==> src/rtl/regfile_wb_arbiter_pkg.sv <==
// -----------------------------------------------------------------------------
// regfile_wb_arbiter_pkg
//   Shared constants and types for the register-file writeback arbiter.
//   - WB_* source indices and counts for the default 3-source configuration
//     (pipeline WB, LSU/AXI load return, mul/div unit).
//   - REG_ADDR_W / REG_DATA_W: register-file address and data bus widths.
//   - gnt_kind_e: the reason a source was granted in a given cycle.
// -----------------------------------------------------------------------------
package regfile_wb_arbiter_pkg;

    localparam int REG_ADDR_W      = 5;
    localparam int REG_DATA_W      = 32;

    localparam int WB_NUM_REQ      = 3;
    localparam int WB_SRC_PIPE     = 0;
    localparam int WB_SRC_LSU      = 1;
    localparam int WB_SRC_MDU      = 2;
    localparam int WB_STARVE_LIMIT = 4;

    // Counter width covers the largest legal STARVE_LIMIT (15).
    localparam int STARVE_CNT_W    = 4;

    typedef enum logic [1:0] {
        GNT_NONE     = 2'd0,
        GNT_OVERRIDE = 2'd1,
        GNT_HIPRI    = 2'd2,
        GNT_RR       = 2'd3
    } gnt_kind_e;

endpackage

==> src/rtl/regfile_wb_arbiter_rr_pick.sv <==
// -----------------------------------------------------------------------------
// regfile_wb_arbiter_rr_pick
//   Combinational round-robin one-hot picker. Searches req & mask upward
//   from ptr, wrapping past NUM_REQ-1 to 0, and returns the first hit.
//   Ports:
//     req        in   NUM_REQ  request vector
//     mask       in   NUM_REQ  eligible sources (1 = may be picked)
//     ptr        in   PTR_W    index where the search starts (< NUM_REQ)
//     grant      out  NUM_REQ  one-hot pick, zero when nothing eligible
//     grant_idx  out  PTR_W    binary index of the pick
//     any        out  1        a pick was made
// -----------------------------------------------------------------------------
module regfile_wb_arbiter_rr_pick #(
    parameter int NUM_REQ = 3,
    parameter int PTR_W   = 2
) (
    input  logic [NUM_REQ-1:0] req,
    input  logic [NUM_REQ-1:0] mask,
    input  logic [PTR_W-1:0]   ptr,
    output logic [NUM_REQ-1:0] grant,
    output logic [PTR_W-1:0]   grant_idx,
    output logic               any
);

    always_comb begin
        int idx;
        // NOTE: every output gets a default before the search loop so no
        // path leaves a value unassigned, which would infer a latch.
        grant     = '0;
        grant_idx = '0;
        any       = 1'b0;
        idx       = 0;
        for (int k = 0; k < NUM_REQ; k++) begin
            idx = (int'(ptr) + k) % NUM_REQ;
            if (!any && req[idx] && mask[idx]) begin
                any        = 1'b1;
                grant[idx] = 1'b1;
                grant_idx  = PTR_W'(idx);
            end
        end
    end

endmodule

==> src/rtl/regfile_wb_arbiter.sv <==
// -----------------------------------------------------------------------------
// regfile_wb_arbiter
//   Shares the single register-file write port among NUM_REQ writeback
//   sources. Grant is combinational in the request cycle; the chosen write
//   reaches the register file through a one-cycle output register.
//   Grant priority: starvation override > HIPRI > round-robin of the rest.
//   Ports:
//     clk          in   1               system clock
//     rst_n        in   1               async active-low reset
//     req_valid    in   NUM_REQ         per-source write request
//     req_addr     in   NUM_REQ*ADDR_W  source i at [i*ADDR_W +: ADDR_W]
//     req_data     in   NUM_REQ*DATA_W  source i at [i*DATA_W +: DATA_W]
//     req_ready    out  NUM_REQ         one-hot grant (handshake = valid&ready)
//     hipri_stall  out  1               HIPRI valid but not granted
//     write_en     out  1               register-file write enable (registered)
//     write_addr   out  ADDR_W          register-file write address (registered)
//     write_data   out  DATA_W          register-file write data (registered)
// -----------------------------------------------------------------------------
module regfile_wb_arbiter
    import regfile_wb_arbiter_pkg::*;
#(
    parameter int NUM_REQ      = WB_NUM_REQ,
    parameter int HIPRI        = WB_SRC_PIPE,
    parameter int STARVE_LIMIT = WB_STARVE_LIMIT,
    parameter int ADDR_W       = REG_ADDR_W,
    parameter int DATA_W       = REG_DATA_W
) (
    input  logic                      clk,
    input  logic                      rst_n,
    input  logic [NUM_REQ-1:0]        req_valid,
    input  logic [NUM_REQ*ADDR_W-1:0] req_addr,
    input  logic [NUM_REQ*DATA_W-1:0] req_data,
    output logic [NUM_REQ-1:0]        req_ready,
    output logic                      hipri_stall,
    output logic                      write_en,
    output logic [ADDR_W-1:0]         write_addr,
    output logic [DATA_W-1:0]         write_data
);

    localparam int PTR_W = (NUM_REQ > 1) ? $clog2(NUM_REQ) : 1;
    localparam logic [NUM_REQ-1:0] LO_MASK = ~(NUM_REQ'(1) << HIPRI);
    localparam logic [STARVE_CNT_W-1:0] CNT_MAX = STARVE_CNT_W'(STARVE_LIMIT);

    logic [PTR_W-1:0]        rr_ptr;
    logic [STARVE_CNT_W-1:0] starve_cnt [NUM_REQ];

    logic [NUM_REQ-1:0]      rr_grant;
    logic [PTR_W-1:0]        rr_idx;
    logic                    rr_any;

    logic [NUM_REQ-1:0]      grant;
    logic [PTR_W-1:0]        gnt_idx;
    gnt_kind_e               gnt_kind;
    logic [ADDR_W-1:0]       sel_addr;
    logic [DATA_W-1:0]       sel_data;

    regfile_wb_arbiter_rr_pick #(
        .NUM_REQ (NUM_REQ),
        .PTR_W   (PTR_W)
    ) u_rr_pick (
        .req       (req_valid),
        .mask      (LO_MASK),
        .ptr       (rr_ptr),
        .grant     (rr_grant),
        .grant_idx (rr_idx),
        .any       (rr_any)
    );

    // Priority mux. A counter only reaches the limit while its source is
    // still valid, but valid is re-checked so a grant never goes to an idle
    // source.
    always_comb begin
        grant    = '0;
        gnt_idx  = '0;
        gnt_kind = GNT_NONE;
        for (int i = 0; i < NUM_REQ; i++) begin
            if (i != HIPRI && gnt_kind == GNT_NONE &&
                req_valid[i] && starve_cnt[i] == CNT_MAX) begin
                grant[i] = 1'b1;
                gnt_idx  = PTR_W'(i);
                gnt_kind = GNT_OVERRIDE;
            end
        end
        if (gnt_kind == GNT_NONE) begin
            if (req_valid[HIPRI]) begin
                grant[HIPRI] = 1'b1;
                gnt_idx      = PTR_W'(HIPRI);
                gnt_kind     = GNT_HIPRI;
            end else if (rr_any) begin
                grant    = rr_grant;
                gnt_idx  = rr_idx;
                gnt_kind = GNT_RR;
            end
        end
    end

    // Grants are suppressed while reset is held so no source sees a
    // handshake that the cleared output register would then lose.
    assign req_ready   = rst_n ? grant : '0;
    assign hipri_stall = rst_n & req_valid[HIPRI] & ~grant[HIPRI];

    assign sel_addr = req_addr[int'(gnt_idx)*ADDR_W +: ADDR_W];
    assign sel_data = req_data[int'(gnt_idx)*DATA_W +: DATA_W];

    // Round-robin pointer: only a round-robin win moves it, so HIPRI and
    // starvation-override wins do not disturb fairness among the others.
    always_ff @(posedge clk or negedge rst_n) begin
        if (!rst_n) begin
            rr_ptr <= '0;
        end else if (gnt_kind == GNT_RR) begin
            // NOTE: sequential state is updated with non-blocking assignments
            // so every register samples pre-edge values.
            rr_ptr <= (int'(gnt_idx) == NUM_REQ - 1) ? '0 : gnt_idx + PTR_W'(1);
        end
    end

    // Starvation counters: count cycles a waiting low-priority source loses
    // to HIPRI, saturating at the limit. The HIPRI slot stays at zero.
    always_ff @(posedge clk or negedge rst_n) begin
        if (!rst_n) begin
            // NOTE: this small counter array is plain flops, not a RAM, so it
            // is cleared element by element in the reset branch.
            for (int i = 0; i < NUM_REQ; i++) begin
                starve_cnt[i] <= '0;
            end
        end else begin
            for (int i = 0; i < NUM_REQ; i++) begin
                if (i == HIPRI || !req_valid[i] || grant[i]) begin
                    starve_cnt[i] <= '0;
                end else if (grant[HIPRI] && starve_cnt[i] < CNT_MAX) begin
                    starve_cnt[i] <= starve_cnt[i] + STARVE_CNT_W'(1);
                end
            end
        end
    end

    // Write stage. Writes to r0 are consumed but never enabled.
    always_ff @(posedge clk or negedge rst_n) begin
        if (!rst_n) begin
            write_en   <= 1'b0;
            write_addr <= '0;
            write_data <= '0;
        end else if (gnt_kind != GNT_NONE) begin
            write_en   <= (sel_addr != '0);
            write_addr <= sel_addr;
            write_data <= sel_data;
        end else begin
            write_en   <= 1'b0;
        end
    end

endmodule

==> config.mk <==
export PLATFORM = sky130hd
export DESIGN_NAME = regfile_wb_arbiter
export DESIGN_NICKNAME = d
export VERILOG_FILES = /design/src/rtl/regfile_wb_arbiter_pkg.sv /design/src/rtl/regfile_wb_arbiter_rr_pick.sv /design/src/rtl/regfile_wb_arbiter.sv
export SDC_FILE = /design/constraint.sdc
export NUM_CORES = 1
export LEC_CHECK = 0
export CAP_MARGIN = 30
export CORE_AREA = 2 2 108 110
export CTS_CLUSTER_DIAMETER = 40
export DETAILED_ROUTE_END_ITERATION = 8
export DIE_AREA = 0 0 110 112
export GPL_TIMING_DRIVEN = 0
export PLACE_DENSITY = 0.67
export REMOVE_ABC_BUFFERS = 1
export SLEW_MARGIN = 15
export SYNTH_ARGS = -nofsm -noshare
export SYNTH_HDL_FRONTEND = slang
export SYNTH_SLANG_ARGS = --single-unit
export TNS_END_PERCENT = 1
==> constraint.sdc <==
create_clock -name clk -period 2.5 [get_ports clk]
set_input_delay 0.5 -clock clk [delete_from_list [all_inputs] [get_ports clk]]
set_output_delay 0.5 -clock clk [all_outputs]
set_load 0.02 [all_outputs]
# Word level (Yosys, flattened, before mapping)
# Index checks and enable logic that the tools add are counted.
# W data, S select, Z words.
# totals
register_bits	48
latchBits	0
mem_bits_rw	0
mem_bits_ro	0
in_bits	116
wordCells	114
mem_count	0
# op_classes
addsub	5
n_mul	1
n_div	3
order_cmp	8
n_eq_ne	4
shift	2
mux	55
bitwise_logic	5
n_reduce_logical	25
# ops
operator	n
$ge A32 B1 Y1 const B	3
$lt A32 B4 Y1 const B	3
$shiftx A96 B8 Y32	1
$mod A32 B3 Y32 const B	2
$mod A3 B3 Y32 const B	1
$mux W1	24
$mux W2	12
$mux W3	6
$mux W4	4
$shiftx A15 B6 Y5	1
$logic_and A1 B1 Y1	13
$bmux W1 S2	6
$add A4 B1 Y4 const B	2
$eq A4 B3 Y1 const B	2
$lt A4 B3 Y1 const B	2
$demux W1 S2	3
$or A3 B3 Y3	2
$reduce_bool A2 Y1	3
$mul A2 B3 Y5 const B	1
$reduce_bool A5 Y1	1
$eq A2 B2 Y1 const B	2
$logic_not A1 Y1	4
$logic_not A2 Y1	2
$add A2 B1 Y3 const B	1
5 further kinds	7

# Logic depth before layout (Yosys ltp)
# Gate-level depths: netlist of run 1.
# depth
depth_word	21
mapped_depth	11
ltp_nobuf	8

# Modules after synthesis
# A second synthesis of run 1 with hierarchy kept.
# unflattened
hier_cells	317
area_unflattened_um2	3123.0
# modules_own_cells
module	n_inst	cells_per_inst	area_per_inst_um2	seq_area_each_um2
regfile_wb_arbiter	1	277	2834.0	1201.2
regfile_wb_arbiter_rr_pick	1	40	289.0	0.0

# Worst setup path after synthesis of run 1
# No wires, ideal clock.
# synth_timing
path_kind	register to output
start	register rr_ptr[0]
end	output port req_ready[2]
arrival_time_ps	1967
t_required_ps	2000
setup_slack_ps	33
path_stages_with_launch	9
n_path_buf	1
path_cell_list	dfrtp_1 > inv_1 > ha_1 > buf_4 > nand2_1 > or4_1 > o211a_1 > o21ai_0 > and3_1
# synth_via
elab_chain_len	18
word_cells_on_any_way	57
classes_between	add/sub: 2; div: 3; order compare: 6; mux: 34; bitwise: 2; reduce/logical: 10
# synth_rtl
element	line	text
start: declaration	regfile_wb_arbiter.sv:44	logic [PTR_W-1:0] rr_ptr;
start signal: assignment	regfile_wb_arbiter.sv:113	rr_ptr <= (int'(gnt_idx) == NUM_REQ - 1) ? '0 : gnt_idx + PTR_W'(1);
parallel branches: the longest is 14 deep, another holds $mod A32 B3 Y32	-	
$mux W3 *	regfile_wb_arbiter.sv:89	end else if (rr_any) begin
$mux W2 *	regfile_wb_arbiter.sv:85	if (req_valid[HIPRI]) begin
$mux W3 *	regfile_wb_arbiter.sv:84	if (gnt_kind == GNT_NONE) begin
$mux W3 *	regfile_wb_arbiter.sv:99	assign req_ready = rst_n ? grant : '0;
end: declaration	regfile_wb_arbiter.sv:33	output logic [NUM_REQ-1:0] req_ready,
# Every way passes the cells marked *. The select of a mux whose other input is x is not followed.

# Worst setup path in the final report of run 1
# layout_timing
start	register rr_ptr[0]
end	output port req_ready[1]
# Same word-level chain as after synthesis.

==> impl_metrics.csv, run 1 <==
group,metric,value,unit
finish,finalInstanceArea,0.00554,mm^2
power,ir_worst_vdd,430,uV
timing,finalCriticalPeriod,2.88,ns
worst_setup_path,cp-end-kind,"primary output",
grt,antenna_found_initial,0,
logic_synthesis,seq_area_frac_synth,36.8,%
cts,clkLatencyLatePin,0.29,ns
outcome,status,"complete, but fails checks",
logic_synthesis,synthMuxAreaShare,1.96,%
hold_path,hp-class,"primary input to asynchronous set/reset pin",
logic_synthesis,synth_top_family_by_area,"simple AND/OR/NAND/NOR gates",
die,die_area,0.0123,mm^2
routing,vias,3448,
die,num_io_pins,158,
logic_synthesis,synth_area,0.00326,mm^2
logic_synthesis,netlist_top_cells_area,"dfrtp_1 (37%), nand2_1 (13%), and3_1 (7.1%)",
finish,layout_commonest_cell,"clkdlybuf4s50_1",
logic_synthesis,synthSimpleGateAreaFrac,31.5,%
placement,portBuffers,157,
worst_setup_path,path_class,"flip-flop to primary output",
logic_synthesis,synth.avg_cell_area,8.12,um^2
outcome,violations,"setup timing",
timing,slew_viol_final,0,
grt,grt_use_total,16.4,%
routing,via_per_inst,4.86,
worst_setup_path,crit_arrival,2.38,ns
finish,syn_to_final_growth,69.9,%
placement,gp_congestion,0.818,
routing,antenna_left,0,
routing,drtPass1Iterations,4,
timing,relSlewSlack,54.8,%
cts,cts.sinks,48,
routing,drc,0,
worst_setup_path,crit_fanout,7,
logic_synthesis,synth_compound_area_share,18.3,%
timing,max_freq,348,MHz
placement,hpwlAfterDp,7360,um
placement,place_area,0.00495,mm^2
timing,post-route-period-util,115,%
timing,whs,0.243,ns
cts,cts_tree,"built",
timing,hold_viol,0,
logic_synthesis,async_reset_ff_share,100,%
die,die_x,110,um
logic_synthesis,yosys.area.top_type,"dfrtp_1",
finish,layout-drive-gt1-share,16.0,%
finish,final_util,49.6,%
cts,cts_root_buffer,"clkbuf_16",
timing,finalClockSkew,0.00640,ns
timing,fin_ws,-0.376,ns
logic_synthesis,synthAdderAreaFrac,3.07,%
grt,grt_pass1_vias,3369,
worst_setup_path,start_kind,"flip-flop",
routing,routed_wl,10300,um
grt,grt_start_max_net_pins,53,
routing,drt_iter0_drc,121,
logic_synthesis,yosysTopAreaCellShare,36.8,%
grt,grt_pass1_wl,16100,um
timing,rsz0062_at_grt,"true",
logic_synthesis,synth-xor-area-share,0.537,%
power,power,5350,uW
finish,final_cell_mix,"clkdlybuf4s50_1 (150), nand2_1 (113), nor2_1 (50)",
power,p_per_area,965,mW/mm^2
timing,tightestPinTransition,0.678,ns
worst_setup_path,required,2.00,ns
logic_synthesis,ys.flop_type,"dfrtp_1",
timing,tns,-2.48,ns
cts,cts_made_buffers,5,
cts,h-tree-depth,2,
die,rows,39,
logic_synthesis,yosysWarningCount,0,
cts,clockBufferDepth,2,
logic_synthesis,ys_types,46,
logic_synthesis,netlist_instances,402,
cts,hold_buffers,0,
die,die_h,112,um
grt,gr-total-overflow,0,
timing,setup_viol,37,
routing,routedWlPerCell,14.5,um
die,initial_core_util,29.2,%
job,max-cap-violations,0,
power,p_leak,0.00238,uW
die,coreArea,0.0112,mm^2
logic_synthesis,synth-edff-count,0,
logic_synthesis,ys_ff_latch,48,
finish,final_nets,690,
cts,clk_pin_slew,0.07,ns
finish,num_antenna_cells,0,
==> worst max-delay path, cell delays in order (launching register included) <==
cell and delay (ns):
dfrtp_1 0.40, buf_4 0.16, buf_4 0.14, ha_4 0.18, buf_6 0.13, nor2b_1 0.12
o21ai_0 0.34, o41ai_4 0.17, a31oi_4 0.23, nor2b_1 0.07, buf_4 0.15
==> flip-flops by register name, indices dropped and copies added, names as in the netlist <==
name and flops:
write_data 32, starve_cnt 8, write_addr 5, rr_ptr 2, write_en 1
==> routing by layer <==
layer | global-route usage, % | wire length [um]
met5 | 0 | 0
met4 | 4.30 | 124
met3 | 4.80 | 688
met2 | 29.0 | 5230
met1 | 19.2 | 4220
==> power breakdown <==
part / total, uW / internal, uW / switching (uW)
clock: 687 / 395 / 292
combinational: 3370 / 1700 / 1670
sequential: 1300 / 1120 / 179
==> worst paths after layout <==
kind	start	endpoint	slack, ns	cells after the start
max in group asynchronous	rst_n	starve_cnt[6]$_DFFE_PN0P_	1.80	1
min in group clk	write_data[22]$_DFFE_PN0P_	write_data[22]$_DFFE_PN0P_	0.48	2
hold / removal	rst_n	write_data[6]$_DFFE_PN0P_	0.24	1
hold reg to reg	write_data[22]$_DFFE_PN0P_	write_data[22]$_DFFE_PN0P_	0.48	2
setup reg to reg	rr_ptr[0]$_DFFE_PN0N_	write_en$_DFF_PN0_	-0.18	12
setup / recovery	rr_ptr[0]$_DFFE_PN0N_	req_ready[1]	-0.38	10
==> cell families (layout without fill, tap and decap cells) <==
logic type / Yosys count / after routing
AND/OR/NAND/NOR: 226 / 226
AO/OA/AOI/OAI: 69 / 69
adder cells (fa/ha/maj): 8 / 8
buffers and inverters: 43 / 208
multiplexers: 6 / 6
flip-flops: 48 / 48
XOR/XNOR: 2 / 2
==> area by class of cell <==
cell class,count,area (um^2)
clock buffers,6,139
clock inverters,2,10.0
fillers,1069,5630
inverters,13,51.3
multi-input cells,311,2050
flip-flops and latches,48,1200
well taps,143,179
repair buffers,187,1920
==> per-stage QoR <==
stage | setup slack, ns | cells
CTS | -0.380 | 701
global route | -0.439 | 710
finish | -0.376 | 710
floorplan | -2.13 | 372
detailed placement | -1.05 | 681
global placement | -3.70 | 672
==> cells in the mapped netlist, types with 3 or more instances <==
library cell / n
nand2b_1: 3
nor2_1: 50
o31ai_1: 28
buf_4: 13
nor3b_1: 5
nor3_1: 3
and3_1: 37
o31ai_2: 8
a21oi_1: 4
clkbuf_1: 5
buf_6: 5
a21o_1: 4
nor2b_1: 4
ha_1: 8
o21ai_0: 5
nand2_1: 114
buf_2: 7
mux2i_1: 3
a31oi_1: 3
inv_1: 11
dfrtp_1: 48
==> timing repair <==
action,4_1_cts,5_1_grt
hold endpoints to repair,0,0
setup buffers,12,9
gates resized for setup,55,20
endpoints found under the setup margin,47,42
pin swaps,14,21
No activity file was read; power rests on OpenSTA's default activity.
==> run 2: changes to the inputs <==
Settings changed: GPL_TIMING_DRIVEN 0 to not set, HOLD_SLACK_MARGIN set to 0.05.
==> impl_metrics.csv, run 2 (synthesis gave the netlist of run 1 again) <==
group,metric,value,unit
die,die_x,110,um
die,num_io_pins,158,
timing,setup_viol,21,
worst_setup_path,reg2reg_slack,-0.14,ns
die,rows,39,
power,p_leak,0.00254,uW
power,ir_worst_vdd,379,uV
power,netSwitchingPower,2210,uW
grt,grt_use_total,17.4,%
cts,cts_made_buffers,5,
power,p_int,3430,uW
timing,slew_viol_final,0,
grt,grt_pass1_wl,16900,um
worst_setup_path,crit_fanout,5,
worst_setup_path,crit_arrival,2.29,ns
worst_setup_path,path_class,"flip-flop to primary output",
worst_setup_path,start_kind,"flip-flop",
finish,final_cell_mix,"clkdlybuf4s50_1 (150), nand2_1 (114), dfrtp_1 (48)",
finish,instances_no_fill,741,
routing,drtPass1Iterations,6,
routing,routed_wl,10900,um
finish,top_regs,"write_data (32), starve_cnt (8), write_addr (5)",
cts,cts.sinks,48,
job,max-cap-violations,0,
finish,final_nets,721,
placement,portBuffers,157,
die,die_area,0.0123,mm^2
cts,clkLatencyLatePin,0.29,ns
outcome,status,"complete, but fails checks",
cts,cts_root_buffer,"clkbuf_16",
routing,drt_iter0_drc,140,
cts,clk_pin_slew,0.07,ns
routing,routedWlPerCell,14.7,um
timing,whs,0.0925,ns
cts,h-tree-depth,2,
placement,placed_cells,733,
routing,vias,3611,
cts,clockBufferDepth,2,
finish,layout-drive-gt1-share,21.9,%
placement,place_ws,-0.793,ns
grt,gr-total-overflow,0,
placement,gp_congestion,0.882,
die,coreArea,0.0112,mm^2
finish,finalInstanceArea,0.00583,mm^2
worst_setup_path,rr_endpoint,"write_data[22]$_DFFE_PN0P_",
timing,finalClockSkew,0.00884,ns
worst_setup_path,reg2reg_depth,12,
die,initial_core_util,29.2,%
timing,fin_ws,-0.294,ns
grt,grt_pass1_vias,3667,
finish,largest_reg_flops,32,
finish,regMostFlops,"write_data",
power,clkPwrFrac,13.8,%
finish,num_antenna_cells,0,
worst_setup_path,reg2reg_from,"rr_ptr[1]$_DFFE_PN0N_",
routing,drc,0,
routing,antenna_left,0,
timing,rsz0062_at_grt,"true",
power,p_sw_share,39.2,%
placement,place_area,0.00532,mm^2
worst_setup_path,cp-end-kind,"primary output",
worst_setup_path,required,2.00,ns
power,p_seq_share,23.2,%
finish,layout_commonest_cell,"clkdlybuf4s50_1",
grt,antenna_found_initial,0,
timing,finalCriticalPeriod,2.79,ns
outcome,violations,"setup timing",
timing,post-route-period-util,112,%
timing,tightestPinTransition,0.484,ns
placement,hpwlAfterDp,8430,um
timing,hold_viol,0,
timing,max_freq,358,MHz
routing,via_per_inst,4.87,
power,combPwrFrac,63.0,%
finish,syn_to_final_growth,78.6,%
timing,relSlewSlack,67.4,%
cts,hold_buffers,0,
worst_setup_path,cp-startpoint,"rr_ptr[1]$_DFFE_PN0N_",
power,p_per_area,968,mW/mm^2
hold_path,hp-class,"primary input to asynchronous set/reset pin",
grt,grt_start_max_net_pins,32,
cts,cts_tree,"built",
die,die_h,112,um
[run 2: cell types whose count changed in the layout (fill, tap and decap cells not counted), sizes merged]
cell	change
clkinv	-2
inv	+1
dlymetal6s2s	+1
clkinvlp	+1
buf	+31
bufinv	+1
clkdlybuf4s15	+1
dlygate4sd2	-2
clkbuf	-1
[run 2: repair_timing]
action	4_1_cts	5_1_grt
setup endpoints to repair	42	42
buffers inserted	1	0
resized for setup	44	44
pin swaps	7	28
[run 2: stage by stage]
| step | util (%) | total power (uW) | setup TNS, ns |
|---|---|---|---|
| after floorplan | - | 2900 | -75.71 |
| after global placement | 47.6 | 4450 | -16.29 |
| after detailed placement | 47.6 | 4500 | -17.95 |
| after CTS | 50.3 | 5450 | -3.90 |
| after global routing | 52.2 | 6000 | -5.23 |
| final | 52.2 | 5640 | -1.69 |
[run 2: worst max-delay path, stage by stage (launching register included)]
cell      delay, ns
dfrtp_1        0.42
ha_4           0.32
mux2_4         0.32
buf_6          0.12
a32oi_4        0.21
o211ai_2       0.14
a31oi_2        0.24
nor2b_1        0.07
buf_4          0.16
[run 2: area by class of cell]
type,count,area [um^2]
Tap cell,143,179
Clock buffer,5,125
Multi-Input combinational cell,311,2080
Clock inverter,3,46.3
Inverter,13,51.3
Fill cell,1058,5350
Timing Repair Buffer,218,2140
Sequential cell,48,1200
[run 2: how the worst max path moves through the flow]
| stage | end | depth (start not counted) |
|---|---|---|
| after floorplan | write_en$_DFF_PN0_ | 8 |
| after global placement | req_ready[0] | 8 |
| after detailed placement | req_ready[0] | 8 |
| after CTS | req_ready[1] | 8 |
| after global routing | req_ready[1] | 8 |
| final | req_ready[1] | 8 |
[run 2: power groups by stage]
stage | combinational (uW) | sequential [uW] | clock, uW
finish | 3560 | 1310 | 777
CTS | 3330 | 1320 | 802
floorplan | 1210 | 1690 | 0
detailed placement | 3180 | 1310 | 0
global placement | 3150 | 1300 | 0
global route | 3820 | 1350 | 831
[run 2: routing by layer]
layer  global-route usage [%]  up-vias  share of wire, %
met5                        0        -                 0
met4                     4.39        0               1.8
met3                     4.80       14               7.1
met2                     31.5      118                52
met1                     19.8     1720                39
li1                         -     1759                 -
